**config.mk**
```make
export PLATFORM = sky130hd
export DESIGN_NAME = tdd_frame_sched
export DESIGN_NICKNAME = d
export VERILOG_FILES = /design/src/rtl/tdd_sched_pkg.sv /design/src/rtl/tdd_window.sv /design/src/rtl/tdd_frame_sched.sv
export SDC_FILE = /design/constraint.sdc
export NUM_CORES = 1
export LEC_CHECK = 0
export BUFFER_PORTS_ARGS = -buffer_cell sky130_fd_sc_hd__buf_2
export CAP_MARGIN = 20
export CORE_ASPECT_RATIO = 0.5
export CORE_UTILIZATION = 59
export DETAILED_ROUTE_END_ITERATION = 10
export PLACE_DENSITY = 0.91
export SLEW_MARGIN = 30
export SYNTH_ARGS = -nofsm -noshare
export SYNTH_HDL_FRONTEND = slang
export SYNTH_HIERARCHICAL = 1
export SYNTH_SLANG_ARGS = --single-unit
export TNS_END_PERCENT = 10
```
**constraint.sdc**
```tcl
create_clock -name clk -period 24.3 [get_ports clk]
set_input_delay 4.86 -clock clk [delete_from_list [all_inputs] [get_ports clk]]
set_output_delay 4.86 -clock clk [all_outputs]
set_load 0.01 [all_outputs]
```
**src/rtl/tdd_sched_pkg.sv**
```systemverilog
// Shared types and constants for the TDD/FDD frame-timing scheduler.
package tdd_sched_pkg;

    localparam int unsigned CNT_W_DEF  = 24;
    localparam int unsigned FNUM_W_DEF = 32;
    localparam int unsigned MIN_FRAME  = 2;

    typedef enum logic [1:0] {
        IDLE = 2'd0,
        RUN  = 2'd1,
        ADJ  = 2'd2
    } state_t;

endpackage

```
**src/rtl/tdd_window.sv**
```systemverilog
// Half-open, wrap-aware window compare: [s, e) when s < e, wrapping when s > e, empty when s == e.
module tdd_window #(
    parameter int unsigned W = 24
) (
    input  logic [W-1:0] cnt,
    input  logic [W-1:0] s,
    input  logic [W-1:0] e,
    output logic         active
);

    always_comb begin
        active = 1'b0;
        if (s < e) begin
            active = (cnt >= s) && (cnt < e);
        end else if (s > e) begin
            active = (cnt >= s) || (cnt < e);
        end
    end

endmodule

```
**src/rtl/tdd_frame_sched.sv**
```systemverilog
// Frame-timing scheduler: sample counter, frame sync, RX/TX stream enables and
// one-shot frame-length adjustment, all in the Sclk domain.
module tdd_frame_sched
    import tdd_sched_pkg::*;
#(
    parameter int unsigned CNT_W  = CNT_W_DEF,
    parameter int unsigned FNUM_W = FNUM_W_DEF
) (
    input  logic              clk,
    input  logic              rst,
    input  logic              enable,
    input  logic              tddmode,
    input  logic [CNT_W-1:0]  frame_len,
    input  logic [CNT_W-1:0]  tstart,
    input  logic [CNT_W-1:0]  tend,
    input  logic [CNT_W-1:0]  rstart,
    input  logic [CNT_W-1:0]  rend,
    input  logic [CNT_W-1:0]  frame_adj,
    input  logic              adj_req,
    output logic              adj_pending,
    output logic              sync,
    output logic              ien,
    output logic              oen,
    output logic [CNT_W-1:0]  phase,
    output logic [FNUM_W-1:0] frame_num
);

    state_t           state, state_d;
    logic [CNT_W-1:0] cnt, len_q, ts_q, te_q, rs_q, re_q, adj_q;
    logic             tdd_q, adj_fin;

    logic             run, last;
    logic [CNT_W-1:0] len_base, len_start, ts_e, te_e, rs_e, re_e;
    logic             tdd_e, rx_act, tx_act;
    logic [CNT_W+1:0] le_wide;

    always_comb begin
        run      = (state != IDLE) && enable;
        last     = (cnt != '0) && (cnt == len_q - 1'b1);
        len_base = (frame_len < CNT_W'(MIN_FRAME)) ? CNT_W'(MIN_FRAME) : frame_len;
        // Two guard bits keep len + signed delta free of overflow before clamping.
        le_wide  = {2'b00, len_base} + {{2{adj_q[CNT_W-1]}}, adj_q};
        if (le_wide[CNT_W+1] || (le_wide[CNT_W:0] < (CNT_W+1)'(MIN_FRAME))) begin
            len_start = CNT_W'(MIN_FRAME);
        end else if (le_wide[CNT_W]) begin
            len_start = '1;
        end else begin
            len_start = le_wide[CNT_W-1:0];
        end
        if (state != ADJ) begin
            len_start = len_base;
        end
        // On the frame-start cycle the shadows are still loading, so decode from live config.
        ts_e  = (cnt == '0) ? tstart  : ts_q;
        te_e  = (cnt == '0) ? tend    : te_q;
        rs_e  = (cnt == '0) ? rstart  : rs_q;
        re_e  = (cnt == '0) ? rend    : re_q;
        tdd_e = (cnt == '0) ? tddmode : tdd_q;
    end

    tdd_window #(.W(CNT_W)) u_rx_win (
        .cnt    (cnt),
        .s      (rs_e),
        .e      (re_e),
        .active (rx_act)
    );

    tdd_window #(.W(CNT_W)) u_tx_win (
        .cnt    (cnt),
        .s      (ts_e),
        .e      (te_e),
        .active (tx_act)
    );

    always_comb begin
        state_d = state;
        unique case (state)
            IDLE: if (enable && (frame_len >= CNT_W'(MIN_FRAME))) state_d = RUN;
            RUN: begin
                if (!enable)                 state_d = IDLE;
                else if (last && adj_pending) state_d = ADJ;
            end
            ADJ: begin
                if (!enable)   state_d = IDLE;
                else if (last) state_d = RUN;
            end
            default: state_d = IDLE;
        endcase
    end

    always_ff @(posedge clk or posedge rst) begin
        if (rst) begin
            state <= IDLE;
        end else begin
            state <= state_d;
        end
    end

    always_ff @(posedge clk or posedge rst) begin
        if (rst) begin
            cnt         <= '0;
            len_q       <= '0;
            ts_q        <= '0;
            te_q        <= '0;
            rs_q        <= '0;
            re_q        <= '0;
            tdd_q       <= 1'b0;
            adj_q       <= '0;
            adj_fin     <= 1'b0;
            adj_pending <= 1'b0;
            sync        <= 1'b0;
            ien         <= 1'b0;
            oen         <= 1'b0;
            phase       <= '0;
            frame_num   <= '0;
        end else if (!run) begin
            cnt         <= '0;
            adj_q       <= '0;
            adj_fin     <= 1'b0;
            adj_pending <= 1'b0;
            sync        <= 1'b0;
            ien         <= 1'b0;
            oen         <= 1'b0;
            phase       <= '0;
            frame_num   <= '0;
        end else begin
            cnt <= last ? '0 : cnt + 1'b1;
            if (cnt == '0) begin
                len_q <= len_start;
                ts_q  <= tstart;
                te_q  <= tend;
                rs_q  <= rstart;
                re_q  <= rend;
                tdd_q <= tddmode;
            end
            // Pending is held through the first post-adjust frame-start so it drops with that sync.
            adj_fin <= (state == ADJ) && last;
            if (adj_fin) begin
                adj_pending <= 1'b0;
            end else if (adj_req && !adj_pending) begin
                adj_pending <= 1'b1;
                adj_q       <= frame_adj;
            end
            sync      <= (cnt == '0);
            phase     <= cnt;
            frame_num <= frame_num + FNUM_W'(cnt == '0);
            ien       <= tdd_e ? rx_act : 1'b1;
            oen       <= tdd_e ? tx_act : 1'b1;
        end
    end

endmodule

```
==> results_dict.tcl <==
set metrics [dict create \
    ys_types 80 \
    cp.depth 17 \
    synth.avg_cell_area_sq_um 9.37 \
    setup_tns_ns 0 \
    pin_count 209 \
    wl_microns 45100 \
    dp.cells 2268 \
    die_area_sq_mm 0.0288 \
    htreeDepth 1 \
    root_buffer "clkbuf_16" \
    grt_max_degree 103 \
    routabilityCongestion 0.954 \
    syn_nets 2092 \
    status "finished with violations" \
    ys_seq_area_frac 0.350 \
    io_buffer_count 208 \
    instances_no_fill 2314 \
    clk_latency_ns 0.54 \
    layout-drive-gt1-share 0.249 \
    synth_ff_type "dfrtp_1" \
    cts_resized 0 \
    fin_area_sq_mm 0.0186 \
    drc 1 \
    wl_per_cell_microns 19.5 \
    max-cap-violations 0 \
    rsz0062_at_grt "false" \
    synthXorXnorAreaFrac 0.0549 \
    holdBufCountCts 0 \
    initial_core_util 0.614 \
    synth_top_family_by_area "simple AND/OR/NAND/NOR gates" \
    violations "design-rule violations" \
    syn_inst 1770 \
    fin_crit_sh 0.350 \
    synthAdderAreaFrac 0.131 \
    antenna_left 0 \
    layout.nets 2240 \
    ir_drop_mv 0.0415 \
    clock_sinks 232 \
    hold_path_class "flop to flop" \
    end_kind "flop" \
    max_slew.worst_pin.slew_ns 0.889 \
    ys_seq_elements 232 \
    hold_path_depth 1 \
    slew_violations 0 \
    fp.dieH_microns 121 \
    dr_total_vias 14195 \
    power_leakage_nw 8.98 \
    placed_area_sq_mm 0.0178 \
    finalHoldViolCount 0 \
    worstPathRequired_ns 24.71 \
    synth-simple-area-share 0.158 \
    drtPass1Iterations 11 \
    synth_enable_flop_cells 0 \
    antenna_found_initial 6 \
    finalSetupViolCount 0 \
    cp_num_buf_inv 3 \
    path_class "primary input to flop" \
    cts.path.max_buffers 3 \
    yosys_warnings 6 \
    path_cells "buf_2 -> nor4_1 -> nand4_1 -> o21ai_0 -> inv_1 -> ha_1 -> inv_1 -> fa_1 -> nor2b_1 -> o2111a_1 -> nor3_1 -> a21o_1 -> a211oi_1 -> a211oi_4 -> nor2_1 -> nor3b_1 -> a211oi_1" \
    maxSlewHeadroom 0.407 \
    synth-compound-area-share 0.118 \
    fin_crit_ns 8.51 \
    cp_slowest_cell "a211oi_4" \
    fillerInstances 1992 \
    seqCellArea_sq_mm 0.00581 \
    netlist.area_leader.share 0.350 \
    cts_tree "built" \
    area_delta_synth_final_pct 12.5 \
    grt_pass1_vias 14090 \
    max_freq_mhz 117 \
    power_density_mw_per_mm2 58.8 \
    grt_pass1_wl_microns 72000 \
    worstPathArrival_ns 8.93 \
    synth.largest_area_cell "dfrtp_1" \
    hpwl_microns 32500 \
    ys_async_sr_fraction 1.00 \
    critPathLaunchType "primary input" \
    fin_skew_ns 0.0304 \
    drtIter0Drc 1271 \
    rows 42 \
    grt_use_total 0.315 \
    via_per_inst 6.13 \
    synthMuxAreaShare 0.139 \
    netlist_area_sq_mm 0.0166 \
    cts_setup_buffers 0 \
    cts_buffers 22 \
    rr_worst_depth 17 \
    final_cell_mix "dfrtp_1, buf_2, mux2_2" \
    final_common_cell "dfrtp_1" \
    cp_max_fo 24 \
    max_stage_delay_ns 0.67 \
    core-area_sq_mm 0.0270 \
    clk_pin_slew_ns 0.07 \
    fp.dieW_microns 239 \
    grt-ovfl-total 0 \
    synth_area_leaders "dfrtp_1, mux2_2, ha_1, nand2_1, a21oi_1" \
    path_delay_family "compound AO/OA/AOI/OAI gates" \
    multi_input_area_sq_mm 0.00999 \
]
-- area by class of cell --
class / instances / share of cell area
flip-flops and latches: 232 / 0.311
diodes: 6 / 0.000805
multi-input cells: 1325 / 0.536
clock inverters: 12 / 0.00892
well taps: 374 / 0.0251
repair buffers: 219 / 0.0605
clock buffers: 28 / 0.0335
inverters: 118 / 0.0242
-- state kept, by name (all words and copies together), names as in the netlist --
signal / flops
adj_fin: 1
adj_pending: 1
adj_q: 24
cnt: 24
frame_num: 32
ien: 1
len_q: 24
oen: 1
phase: 24
re_q: 24
rs_q: 24
state: 2
sync: 1
tdd_q: 1
te_q: 24
ts_q: 24
-- cells by family after synthesis --
group,count (synthesis)
AOI/OAI and AO/OA,311
adders and majority gates,173
xor gates and xnor gates,103
DFF,232
and+or+nand+nor,533
buffers and inverters,213
muxes,205
-- stage by stage --
| step | total power, mW | worst slack [ns] | hold slack, ns | utilization |
|---|---|---|---|---|
| floorplan | 0.638 | 13.08 | 0.426 | - |
| global route | 1.15 | 15.54 | 0.519 | 0.690 |
| detailed placement | 0.711 | 15.38 | 0.476 | 0.660 |
| global placement | 0.694 | 15.14 | 0.477 | 0.660 |
| CTS | 1.10 | 15.86 | 0.502 | 0.690 |
| finish | 1.10 | 15.79 | 0.506 | 0.690 |
-- Yosys cell counts (all sizes together), types with 26 or more instances --
library cell,number
xnor2,54
mux2,198
nand3,41
a21oi,119
xor2,49
inv,118
ha,172
nand4,30
dfrtp,232
nand2,165
o21ai,64
clkbuf,86
nor2,136
and2,26
-- layer usage --
layer  share of wire  vias up  GRT usage  wire [microns]
met1            0.42     6888      0.412           18900
met5               0        -          0               0
met2            0.47      588      0.518           21200
met4           0.046        0      0.148            2070
li1                -     6560          -               -
met3           0.065      159     0.0457            2960
-- power by group --
group / switching, mW / internal [mW] / leakage (nW) / total [mW]
sequential: 0.0310 / 0.427 / 2.94 / 0.458
clock: 0.157 / 0.225 / 0.392 / 0.382
combinational: 0.139 / 0.118 / 5.64 / 0.257
-- path summary, 6_finish.rpt --
check / start / endpoint / slack [ns]
max reg2reg: cnt[1] / oen / 18.98
max: frame_len[23] / len_q[0] / 15.79
min reg2reg: rs_q[1] / rs_q[1] / 0.51
max in group asynchronous: rst / len_q[14] / 18.58
min in group asynchronous: rst / re_q[3] / 4.47
min: rs_q[1] / rs_q[1] / 0.51
-- worst reg2reg max path, cell delays in order, from the launching register on --
cell	delay, ns
dfrtp_1	0.60
inv_1	0.18
ha_1	0.16
nor3b_1	0.22
nand4_1	0.25
nor2_4	0.17
buf_4	0.65
mux2_2	0.47
ha_1	0.35
a21oi_1	0.25
nand2_1	0.11
a221o_1	0.37
a211o_1	0.26
a211oi_2	0.24
mux2_1	0.36
o21bai_1	0.39
nor2_1	0.11
nor2_1	0.11
Note: power is estimated with default switching activity, not from simulation.
